**src/rtl/mult_unit_if.sv**
```systemverilog
// mult_unit_if: request/result bundle between a multiply issuer and mult_unit.
// master drives the request side, slave (the multiplier) drives the result side.
interface mult_unit_if #(
  parameter int N = 32
);
  logic         start;
  logic         is_signed;
  logic [N-1:0] a;
  logic [N-1:0] b;
  logic         busy;
  logic         done;
  logic [N-1:0] hi;
  logic [N-1:0] lo;

  modport master (
    output start, is_signed, a, b,
    input  busy, done, hi, lo
  );

  modport slave (
    input  start, is_signed, a, b,
    output busy, done, hi, lo
  );
endinterface

```
**src/rtl/mult_unit.sv**
```systemverilog
// mult_unit: iterative radix-2 shift-add multiplier for MULT/MULTU, 2N-bit
// product delivered as hi/lo. A single N-bit adder is time-shared between the
// partial-product accumulation and the final two's-complement negation.
// Build option: define MULT_EARLY_EXIT_EN to leave CALC as soon as the
// remaining multiplier bits are all zero (results are identical either way).
//
// state  | meaning
// IDLE   | waiting for start; hi/lo hold the last result
// CALC   | one shift-add step per clock on {p_hi,p_lo}
// NEG_LO | negate low half (~p_lo + 1), keep the carry
// NEG_HI | negate high half (~p_hi + carry), publish result
module mult_unit #(
  parameter int N = 32
) (
  input logic       clk,
  input logic       rst_n,
  mult_unit_if.slave mif
);

  localparam int CW = $clog2(N + 1);

  typedef enum logic [1:0] {IDLE, CALC, NEG_LO, NEG_HI} state_t;

  state_t        state, state_nxt;
  logic [N-1:0]  mcand, mcand_nxt;
  logic [N-1:0]  p_hi, p_hi_nxt;
  logic [N-1:0]  p_lo, p_lo_nxt;
  logic [N-1:0]  hi_q, hi_nxt;
  logic [N-1:0]  lo_q, lo_nxt;
  logic          neg, neg_nxt;
  logic          cy, cy_nxt;
  logic          done_q, done_nxt;
  logic [CW-1:0] iter_left, iter_nxt;

  logic [N-1:0]  add_a, add_b, add_sum;
  logic          add_cin, add_c;
  logic [N-1:0]  abs_a, abs_b;
  logic          early_exit;
  logic          last_step;

  // Magnitudes of the operands; the most-negative value maps to 2^(N-1),
  // which still fits unsigned in N bits.
  assign abs_a = (mif.is_signed && mif.a[N-1]) ? (~mif.a + N'(1)) : mif.a;
  assign abs_b = (mif.is_signed && mif.b[N-1]) ? (~mif.b + N'(1)) : mif.b;

  // Shared ripple adder; only sum and carry-out are consumed.
  assign {add_c, add_sum} = {1'b0, add_a} + {1'b0, add_b} + {{N{1'b0}}, add_cin};

`ifdef MULT_EARLY_EXIT_EN
  // Low iter_left bits of p_lo are the multiplier bits not yet consumed.
  logic [N-1:0] rem_mask;
  assign rem_mask   = ~({N{1'b1}} << iter_left);
  assign early_exit = ((p_lo & rem_mask) == '0);
`else
  assign early_exit = 1'b0;
`endif

  assign last_step = (iter_left == CW'(1)) || early_exit;

  // State register.
  always_ff @(posedge clk or negedge rst_n) begin
    if (!rst_n) state <= IDLE;
    else        state <= state_nxt;
  end

  // Next state, adder input muxing and datapath next values.
  always_comb begin
    state_nxt = state;
    mcand_nxt = mcand;
    p_hi_nxt  = p_hi;
    p_lo_nxt  = p_lo;
    hi_nxt    = hi_q;
    lo_nxt    = lo_q;
    neg_nxt   = neg;
    cy_nxt    = cy;
    iter_nxt  = iter_left;
    done_nxt  = 1'b0;
    add_a     = '0;
    add_b     = '0;
    add_cin   = 1'b0;

    case (state)
      IDLE: begin
        if (mif.start) begin
          mcand_nxt = abs_a;
          p_hi_nxt  = '0;
          p_lo_nxt  = abs_b;
          neg_nxt   = mif.is_signed & (mif.a[N-1] ^ mif.b[N-1]);
          iter_nxt  = CW'(N);
          state_nxt = CALC;
        end
      end

      CALC: begin
        add_a = p_hi;
        add_b = p_lo[0] ? mcand : '0;
        if (early_exit) begin
          // Remaining steps would all add zero: do the whole shift at once.
          {p_hi_nxt, p_lo_nxt} = {p_hi, p_lo} >> iter_left;
        end else begin
          {p_hi_nxt, p_lo_nxt} = {add_c, add_sum, p_lo[N-1:1]};
        end
        iter_nxt = iter_left - CW'(1);
        if (last_step) begin
          iter_nxt = '0;
          if (neg) begin
            state_nxt = NEG_LO;
          end else begin
            hi_nxt    = p_hi_nxt;
            lo_nxt    = p_lo_nxt;
            done_nxt  = 1'b1;
            state_nxt = IDLE;
          end
        end
      end

      NEG_LO: begin
        add_a     = ~p_lo;
        add_cin   = 1'b1;
        p_lo_nxt  = add_sum;
        cy_nxt    = add_c;
        state_nxt = NEG_HI;
      end

      NEG_HI: begin
        // hi and lo are published together so they never show a half result.
        add_a     = ~p_hi;
        add_cin   = cy;
        hi_nxt    = add_sum;
        lo_nxt    = p_lo;
        done_nxt  = 1'b1;
        state_nxt = IDLE;
      end

      default: state_nxt = IDLE;
    endcase
  end

  // Datapath and result registers.
  always_ff @(posedge clk or negedge rst_n) begin
    if (!rst_n) begin
      mcand     <= '0;
      p_hi      <= '0;
      p_lo      <= '0;
      hi_q      <= '0;
      lo_q      <= '0;
      neg       <= 1'b0;
      cy        <= 1'b0;
      iter_left <= '0;
      done_q    <= 1'b0;
    end else begin
      mcand     <= mcand_nxt;
      p_hi      <= p_hi_nxt;
      p_lo      <= p_lo_nxt;
      hi_q      <= hi_nxt;
      lo_q      <= lo_nxt;
      neg       <= neg_nxt;
      cy        <= cy_nxt;
      iter_left <= iter_nxt;
      done_q    <= done_nxt;
    end
  end

  assign mif.busy = (state != IDLE);
  assign mif.done = done_q;
  assign mif.hi   = hi_q;
  assign mif.lo   = lo_q;

endmodule

```
**src/flat_wrapper.sv**
```systemverilog
// flat-port wrapper written by rule: the top's interface ports become plain ports
module mult_unit_flat 
#(
  parameter int N = 32
)
  (clk, rst_n, mif_start, mif_is_signed, mif_a, mif_b, mif_busy, mif_done, mif_hi, mif_lo);
  mult_unit_if #(.N(N)) mif_i ();
  input logic clk;
  input logic rst_n;
  input wire logic [$bits(mif_i.start)-1:0] mif_start;
  input wire logic [$bits(mif_i.is_signed)-1:0] mif_is_signed;
  input wire logic [$bits(mif_i.a)-1:0] mif_a;
  input wire logic [$bits(mif_i.b)-1:0] mif_b;
  output wire logic [$bits(mif_i.busy)-1:0] mif_busy;
  output wire logic [$bits(mif_i.done)-1:0] mif_done;
  output wire logic [$bits(mif_i.hi)-1:0] mif_hi;
  output wire logic [$bits(mif_i.lo)-1:0] mif_lo;
  assign mif_i.start = mif_start;
  assign mif_i.is_signed = mif_is_signed;
  assign mif_i.a = mif_a;
  assign mif_i.b = mif_b;
  assign mif_busy = mif_i.busy;
  assign mif_done = mif_i.done;
  assign mif_hi = mif_i.hi;
  assign mif_lo = mif_i.lo;
  mult_unit #(.N(N)) u_core (.clk(clk), .rst_n(rst_n), .mif(mif_i));
endmodule
```
**config.mk**
```make
export PLATFORM = sky130hd
export DESIGN_NAME = mult_unit_flat
export DESIGN_NICKNAME = d
export VERILOG_FILES = /design/src/rtl/mult_unit_if.sv /design/src/rtl/mult_unit.sv /design/src/flat_wrapper.sv
export SDC_FILE = /design/constraint.sdc
export NUM_CORES = 1
export LEC_CHECK = 0
export BUFFER_PORTS_ARGS = -buffer_cell sky130_fd_sc_hd__buf_2
export CORE_AREA = 4 4 186 188
export DETAILED_ROUTE_END_ITERATION = 10
export DIE_AREA = 0 0 190 192
export HOLD_SLACK_MARGIN = 0.12
export PLACE_DENSITY = 0.5
export SLEW_MARGIN = 0
export SYNTH_ARGS = -nofsm -noshare
export SYNTH_HDL_FRONTEND = slang
export SYNTH_SLANG_ARGS = --single-unit
```
**constraint.sdc**
```tcl
create_clock -name clk -period 6.9 [get_ports clk]
set_input_delay 1.035 -clock clk [delete_from_list [all_inputs] [get_ports clk]]
set_output_delay 1.035 -clock clk [all_outputs]
set_load 0.01 [all_outputs]
```
==> results of run 1 <==
[per-layer routing]
metal / wire [um] / up-vias / share of wire / global-route usage
met5: 0 / - / 0 / 0
met4: 595 / 0 / 0.016 / 0.04869
met3: 2075 / 31 / 0.056 / 0.03017
met2: 15370 / 340 / 0.42 / 0.2895
met1: 18850 / 4933 / 0.51 / 0.3140
li1: - / 4993 / - / -
[kinds of logic after synthesis]
kind of cell,count (synthesis),share of synthesized area
buf+inv,118,0.03924
compound gates,435,0.2499
fa+ha+maj,41,0.04639
flops,171,0.3759
xor+xnor,81,0.06233
simple gates,426,0.1785
mux,54,0.04771
[metrics by stage]
| step | hold slack, ns | cell area [um2] | total power (uW) | cells | utilization |
|---|---|---|---|---|---|
| global placement | 0.4552 | 12440 | 5074 | 1835 | 0.3756 |
| detailed placement | 0.4638 | 12440 | 5104 | 1835 | 0.3756 |
| CTS | 0.4824 | 13040 | 6142 | 1867 | 0.3937 |
| global route | 0.4932 | 13040 | 6606 | 1868 | 0.3938 |
| finish | 0.4767 | 13040 | 6123 | 1868 | 0.3938 |
| floorplan | 0.4389 | 11380 | 3950 | 1326 | - |
[state kept, by name, summed over array words and instances, names as in the netlist, named ones only]
signal and count:
u_core.mif.done 1, u_core.p_hi 32, u_core.cy 1, u_core.neg 1, u_core.state 1, u_core.p_lo 32
u_core.mcand 32, u_core.mif.lo 32, u_core.mif.hi 32, u_core.iter_left 6
[path summary, 6_finish.rpt]
check	end	cells past startpoint	slack, ns	from
setup / recovery	u_core.mif.hi[23]	17	1.97	u_core.state[0]
min in group asynchronous	u_core.mcand[29]	1	0.67	rst_n
setup reg to reg	u_core.mif.hi[23]	17	1.97	u_core.state[0]
hold / removal	u_core.mif.lo[23]	2	0.48	u_core.mif.lo[23]
hold reg to reg	u_core.mif.lo[23]	2	0.48	u_core.mif.lo[23]
max in group asynchronous	u_core.mif.hi[16]	2	4.72	rst_n
[cells in the final DEF, fill, tap and decap left out, drive strengths merged, types with 6 or more instances in the layout]
cell	n
a21oi	69
xnor2	52
nand2b	14
nand2	169
nor3	20
buf	149
ha	39
nor4	10
a221oi	22
and3	38
o21a	35
dfrtp	171
nor2	85
o22ai	37
clkbuf	18
o31ai	21
o21ai	134
a21o	14
and2	40
a211oi	8
xor2	29
inv	33
nand3	14
or3	9
nand4	8
o211ai	6
clkinv	8
mux2i	52
a31oi	22
a22o	27
[worst register-to-register path, delay by kind of cell (launching register included)]
family                   cells  cell delay [ns]
multiplexers                 1             0.33
buffers and inverters        3             0.80
AO/OA/AOI/OAI                7             2.06
adder cells (fa/ha/maj)      3             0.85
AND/OR/NAND/NOR              3             0.32
flip-flops                   1             0.48
[where the power goes]
group	leakage [uW]	internal, uW	switching (uW)
Combinational	0.00344	1170	2030
Clock	0.000295	553	457
Sequential	0.00214	1470	442
[final cells by class]
type	count	area, um2	area share
clock inverters	14	161.4	0.01238
flip-flops and latches	171	4279	0.3282
inverters	30	112.6	0.008636
clock buffers	18	439.2	0.03368
diodes	1	2.502	0.0001919
multi-input cells	1037	6693	0.5132
repair buffers	149	792.0	0.06074
well taps	448	560.5	0.04299
==> results.toml, run 1 <==
[run_status]
outcome = "finished clean"

[logic_synthesis]
synth-seq-cells = 171
syn_inst = 1326
synth.most_common_cell = "dfrtp_1"
yosys-top-cells-count = "171 x dfrtp_1, 169 x nand2_1, 118 x o21ai_0, 85 x nor2_1, 76 x clkbuf_1"
syn_area_mm2 = 0.01138
syn_area_per_cell_um2 = 8.584
yosysWarnings = 0
ys_seq_area_frac = 0.3759
synth_ff_type = "dfrtp_1"
synth_top_area_share = 0.3759
yosys.area.top_type = "dfrtp_1"
synth.area.top_cells = "dfrtp_1 38%, nand2_1 5.6%, o21ai_0 5.2%"
synthesis.nets = 1435
asyncSetResetFlopFracSynth = 1.000
synth_cell_type_count = 70
synth-edff-count = 0

[clock_tree]
clockBufferDepth = 2
path_clk_slew_ns = 0.08
root_buffer = "clkbuf_16"
h-tree-depth = 4
holdBufCountCts = 0
cts_resized = 0
clkLatencyLatePin_ns = 0.44
tritoncts = "built"
cts_buffers = 17
post_cts_buffers = 0
cts.sinks = 171

[placement]
gp_congestion = 0.8861
dp_hpwl_um = 26590
pre_cts_slack_ns = 2.075
portBuffers = 133

[floorplanning]
boundaryPins = 134
core-area_mm2 = 0.03311
num_rows = 67
die_x_um = 190
start_util = 0.3437
dieArea_mm2 = 0.03648
die_y_um = 192

[worst_setup_path]
worstSetupPathType = "register to register"
path_max_fanout = 22
crit_arrival_ns = 5.30
crit_required_ns = 7.27
slowest_delay_ns = 0.66
slowest_stage = "a2111oi_1"
crit_family = "compound AO/OA/AOI/OAI gates"
cp_cell_sequence = "inv_1, ha_1, inv_1, nor2_1, o21ai_0, fa_1, inv_1, fa_1, a21o_1, a221oi_4, a31oi_4, a2111oi_1, o41ai_1, mux2i_1, nand2_1, nor2_1, o22a_1"
critPathMostFrequentCell = "inv_1"
path_buf_inv = 3
cp-end-kind = "register"
startpoint_type = "register"

[sta]
rsz0062_at_grt = "no"
fin_ws_ns = 1.970
hold_violations = 0
setup_viol_count_final = 0
tightest_slew_ns = 1.057
clock_skew_ns = 0.01349
final-max-slew-violation-count = 0
fmax_ghz = 0.2028
min_period_ns = 4.930
max_slew_margin = 0.2955
finalSetupTns_ns = 0
post-route-period-util = 0.7146

[routing]
avgRoutedWirePerCell_um = 19.75
via_count = 10297
drt_drc_violations_left = 0
postRouteAntennaNets = 0
drt_iter0_markers = 769
viasPerCell = 5.512
drt_pre_antenna_iters = 5
totalWireLength_um = 36890

[global_route]
antenna_found_initial = 1
grt_pass1_wl_um = 58080
overflow = 0
grt_pass1_vias = 9825
grt_use_total = 0.2010
grt_max_degree = 101

[pwr]
ir_worst_vdd_mv = 0.2276
p_leak_uw = 0.005869
powerDensity_mw_per_mm2 = 469.6

[run]
cap_violations = 0

[cells_and_area]
fillCellCount = 3408
final_nets = 1515
synthToLayoutAreaGrowth_pct = 14.57
drive_gt1_frac = 0.1416

[hold_path]
hold_class = "register to register"
(Power assumes the default switching activity.)
==> run 2, diff against run 1 <==
Clock period 6.9 ns to 4.61 ns, I/O delays scaled along.
==> run 2 against run 1 <==
  * Hold slack worse by 0.23 ns
  * Maximum frequency increased by 16%
  * First-iteration DRC count decreased by 4.8%
  * Count of clock-buffer cells in the layout is the same
  * Global-route usage fell by 0.26 points
  * Worst setup slack lost 1.6 ns
  * Non-clock buffer count is 15 higher
  * Sequential cell count did not move
  * Sequential power rose by 47%
  * Register-to-register slack got worse by 1.6 ns
  * Core utilization is 0.46 points higher
  * Largest cell class unchanged
  * Sequential share of layout area down 0.38 points
==> results.toml, run 2 (synthesis results as in run 1) <==
[floorplanning]
start_util = 0.3437
boundaryPins = 134
num_rows = 67
die_x_um = 190
core-area_mm2 = 0.03311
dieArea_mm2 = 0.03648
die_y_um = 192

[pwr]
clockPowerShare = 0.164
seqPwrFrac = 0.304
pwr-share-comb = 0.532
p_leak_uw = 0.005960
power.internal_uw = 4877
swShare = 0.4716
ir_worst_vdd_mv = 0.3569
powerDensity_mw_per_mm2 = 699.6
power.switching_uw = 4352

[sta]
min_period_ns = 4.269
setup_viol_count_final = 0
rsz0062_at_grt = "no"
max_slew_margin = 0.2527
post-route-period-util = 0.9260
finalSetupTns_ns = 0
final-max-slew-violation-count = 0
hold_violations = 0
fmax_ghz = 0.2343
clock_skew_ns = 0.02325
tightest_slew_ns = 1.121

[global_route]
grt_pass1_vias = 9760
grtUsageMet1 = 0.3161
grt_use_total = 0.1984
grt_util_met2 = 0.2786
busiest_layer = "met1"
grt_max_degree = 110
grt_pass1_wl_um = 57450
overflow = 0
antenna_found_initial = 1
grt_use_met3 = 0.03144

[worst_setup_path]
crit_arrival_ns = 4.59
crit_family = "compound AO/OA/AOI/OAI gates"
cp_cell_sequence = "ha_4, inv_2, buf_12, o22ai_1, o21a_1, fa_1, a21o_1, a221oi_4, a31oi_4, and3_1, o2111a_1, or3_1, a21o_1, and3b_1, a221o_1"
crit_required_ns = 4.93
slowest_stage = "dfrtp_1"
slowest_delay_ns = 0.46
path_buf_inv = 2
worstSetupPathType = "register to register"
cp-end-kind = "register"
startpoint_type = "register"
critPathMostFrequentCell = "a21o_1"
path_max_fanout = 37

[routing]
drt_pre_antenna_iters = 7
postRouteAntennaNets = 0
drt_drc_violations_left = 0
via_count = 10229
drt_iter0_markers = 732
totalWireLength_um = 36240
avgRoutedWirePerCell_um = 19.26
viasPerCell = 5.435

[cells_and_area]
layout_commonest_cell = "dfrtp_1"
antenna_cells = 0
drive_gt1_frac = 0.1513
final_nets = 1530
utilization = 0.3984
synthToLayoutAreaGrowth_pct = 15.90
fillCellCount = 3452
final_cell_mix = "171 x dfrtp_1, 168 x nand2_1, 132 x buf_2, 116 x o21ai_0, 85 x nor2_1"

[placement]
gp_congestion = 0.8717
dp_hpwl_um = 26820
portBuffers = 133

[clock_tree]
clockBufferDepth = 2
holdBufCountCts = 0
path_clk_slew_ns = 0.07
cts_buffers = 17
tritoncts = "built"
clkLatencyLatePin_ns = 0.45
cts.sinks = 171
h-tree-depth = 4
root_buffer = "clkbuf_16"

[hold_path]
hold_class = "input port to async pin"

[run_status]
outcome = "finished clean"

[run]
cap_violations = 0
run 2: changes by cell type in the layout (fill, tap and decap cells not counted):
cell	before	now
clkinvlp_4	1	2
a2111oi_1	1	0
o21ai_0	117	116
diode_2	1	0
buf_4	16	28
o21ai_1	16	17
buf_12	0	3
a2111oi_2	0	1
clkinv_4	4	3
run 2: worst paths after layout:
path                                endpoint  slack (ns)  depth (start not counted)        startpoint
max in group asynchronous   u_core.mif.lo[5]        3.34                          2             rst_n
hold reg to reg             u_core.mcand[18]        0.47                          2  u_core.mcand[18]
setup reg to reg           u_core.mif.hi[30]        0.34                         15   u_core.state[0]
min in group clk            u_core.mcand[18]        0.47                          2  u_core.mcand[18]
hold / removal              u_core.mcand[31]        0.25                          1             rst_n
setup / recovery           u_core.mif.hi[30]        0.34                         15   u_core.state[0]
run 2: cell type report:
type	count	area (um2)	area share
timing repair buffer	164	942.2	0.07142
clock inverter	14	160.2	0.01214
sequential	171	4279	0.3244
inverter	30	112.6	0.008536
clock buffer	18	439.2	0.03329
multi-input combinational	1037	6698	0.5077
tap	448	560.5	0.04249
run 2: stage by stage:
stage | instances | power (uW) | worst slack, ns | hold WS, ns | cell area [um2]
4_1_cts | 1881 | 9258 | 0.3261 | 0.2840 | 13180
3_3_place_gp | 1849 | 7688 | 0.3887 | 0.4558 | 12580
6_report | 1882 | 9229 | 0.3413 | 0.2500 | 13190
3_5_place_dp | 1849 | 7726 | 0.3353 | 0.4647 | 12580
5_1_grt | 1882 | 10000 | 0.002934 | 0.2983 | 13190
2_1_floorplan | 1326 | 5913 | 0.3159 | 0.3959 | 11380
run 2: power by group through the flow:
stage	combinational (uW)	sequential, uW	clock, uW
final	4910	2810	1510
after global placement	4880	2810	0
after global routing	5500	2900	1610
after floorplan	3180	2730	0
after detailed placement	4910	2820	0
after CTS	4920	2800	1540
run 2: per-layer routing:
layer  wire length [um]  vias up  share of wire
met5                  0        -              0
met4                480        0          0.013
met3               1936       21          0.053
met2              15050      293           0.42
met1              18770     4909           0.52
li1                   -     5006              -
run 2: timing repair:
action / in CTS / in global routing
buffers inserted: 0 / 1
endpoints found under the setup margin: 0 / 10
endpoints found under the hold margin: 0 / 0
resized for setup: 0 / 2
==> run 3, diff against run 2 <==
==> constraint.sdc (replaced) <==
create_clock -name clk -period 4.61 [get_ports clk]
set_input_delay 1.383 -clock clk [delete_from_list [all_inputs] [get_ports clk]]
set_output_delay 1.383 -clock clk [all_outputs]
set_load 0.01 [all_outputs]
==> run 3 against run 2 <==
  * Via count about the same
  * Non-clock buffer count up 1
  * Register-to-register slack got worse by 0.04 ns
  * Maximum frequency is 0.85% lower
  * Final area shrank 0.10%
  * Hold slack improved by 0.22 ns
  * Power is essentially flat
  * Count of clock-buffer cells in the layout rose by 3
  * Largest power group unchanged
==> results.toml, run 3 (synthesis results as in run 1) <==
[run_status]
outcome = "finished clean"

[clock_tree]
cts_buffers = 17
clockBufferDepth = 2
h-tree-depth = 4
clkLatencyLatePin_ns = 0.45
root_buffer = "clkbuf_16"
tritoncts = "built"
cts.sinks = 171
path_clk_slew_ns = 0.07

[placement]
place_area_mm2 = 0.01259
portBuffers = 133
placed_cells = 1851
gp_congestion = 0.8890
dp_hpwl_um = 26980

[cells_and_area]
fillCellCount = 3426
instances_no_fill = 1883
layout_commonest_cell = "dfrtp_1"
synthToLayoutAreaGrowth_pct = 15.77
utilization = 0.3980
multi_input_area_mm2 = 0.006703
regArea_mm2 = 0.004280
antenna_cells = 0
final_cell_mix = "170 x dfrtp_1, 168 x nand2_1, 132 x buf_2, 117 x o21ai_0, 85 x nor2_1"
final_area_mm2 = 0.01318
drive_gt1_frac = 0.1512
final_nets = 1531

[floorplanning]
start_util = 0.3437
dieArea_mm2 = 0.03648
core-area_mm2 = 0.03311
die_x_um = 190
die_y_um = 192
boundaryPins = 134
num_rows = 67

[worst_setup_path]
rrSetupSlack_ns = 0.30
worstSetupPathType = "register to register"
regToRegEndpoint = "u_core.mif.hi[30]"
startpoint_type = "register"
cp-end-kind = "register"
crit_arrival_ns = 4.64
reg2reg_from = "u_core.state[0]"
crit_required_ns = 4.94
path_max_fanout = 8
reg2reg_depth = 17
startpoint = "u_core.state[0]"

[global_route]
grt_pass1_vias = 9755
grt_max_degree = 104
antenna_found_initial = 0
overflow = 0
grt_pass1_wl_um = 58010
grt_use_total = 0.2016

[routing]
drt_drc_violations_left = 0
avgRoutedWirePerCell_um = 19.66
drt_iter0_markers = 706
drt_pre_antenna_iters = 5
postRouteAntennaNets = 0
via_count = 10221
totalWireLength_um = 37020
viasPerCell = 5.428

[pwr]
pwr-share-comb = 0.539
power.internal_uw = 4848
clockPowerShare = 0.158
powerDensity_mw_per_mm2 = 700.5
power.switching_uw = 4383
ir_worst_vdd_mv = 0.2839
seqPwrFrac = 0.303
finalPower_uw = 9231
p_leak_uw = 0.005949
swShare = 0.4748

[sta]
hold_violations = 0
tightest_slew_ns = 1.205
post-route-period-util = 0.9339
setup_viol_count_final = 0
max_slew_margin = 0.1965
fmax_ghz = 0.2323
finalSetupTns_ns = 0
rsz0062_at_grt = "no"
final-max-slew-violation-count = 0
clock_skew_ns = 0.01123
min_period_ns = 4.305

[hold_path]
hold_depth = 2
hold_class = "register to register"
hp-start = "u_core.mif.lo[28]"
worstHoldEndpoint = "u_core.mif.lo[28]"

[run]
cap_violations = 0
[run 3: worst max path at each step]
stage | cells after the start | slack (ns) | endpoint
3_3_place_gp | 17 | 0.30 | u_core.mif.hi[30]
3_5_place_dp | 16 | 0.17 | u_core.mif.hi[30]
4_1_cts | 16 | 0.15 | u_core.mif.hi[30]
5_1_grt | 16 | 0.02 | u_core.mif.hi[30]
2_1_floorplan | 19 | 0.32 | u_core.mif.hi[30]
6_report | 17 | 0.30 | u_core.mif.hi[30]
[run 3: per-layer routing]
metal | share of wire | global-route usage | wire [um]
met1 | 0.52 | 0.3206 | 19270
met2 | 0.41 | 0.2876 | 15300
met3 | 0.056 | 0.03108 | 2088
met4 | 0.0096 | 0.03895 | 356
met5 | 0 | 0 | 0
[run 3: timing repair]
action,4_1_cts,5_1_grt
endpoints found under the setup margin,0,11
buffers inserted,0,0
hold buffers,0,0
gates resized for setup,0,4
[run 3: power by group through the flow]
stage / combinational [uW] / sequential [uW] / clock, uW
3_3_place_gp: 4920 / 2800 / 0
6_report: 4970 / 2800 / 1460
3_5_place_dp: 4970 / 2810 / 0
2_1_floorplan: 3180 / 2730 / 0
4_1_cts: 4970 / 2790 / 1490
5_1_grt: 5510 / 2890 / 1550
[run 3: final cells by class]
| class | count | share of cell area |
|---|---|---|
| tap | 448 | 0.04254 |
| sequential | 171 | 0.3248 |
| timing repair buffer | 165 | 0.07235 |
| clock inverter | 11 | 0.008166 |
| multi-input combinational | 1037 | 0.5086 |
| inverter | 30 | 0.008545 |
| clock buffer | 21 | 0.03494 |
[run 3: critical path, stage by stage (launching register included)]
cell and delay [ns]:
dfrtp_2 0.46, inv_1 0.09, ha_1 0.25, inv_2 0.15, nor2_1 0.06, o21ai_0 0.24
fa_1 0.23, inv_1 0.05, fa_1 0.39, a21o_1 0.23, a221oi_4 0.34, a31oi_4 0.18
and3_1 0.21, o2111a_1 0.27, or3_1 0.41, a21o_1 0.20, and3b_1 0.17, a221o_1 0.25
[run 3: stage by stage]
stage / hold WS (ns) / worst slack [ns]
floorplan: 0.4389 / 0.3159
global placement: 0.4552 / 0.2987
detailed placement: 0.4636 / 0.1670
CTS: 0.4803 / 0.1489
global route: 0.5002 / 0.01623
finish: 0.4728 / 0.3046
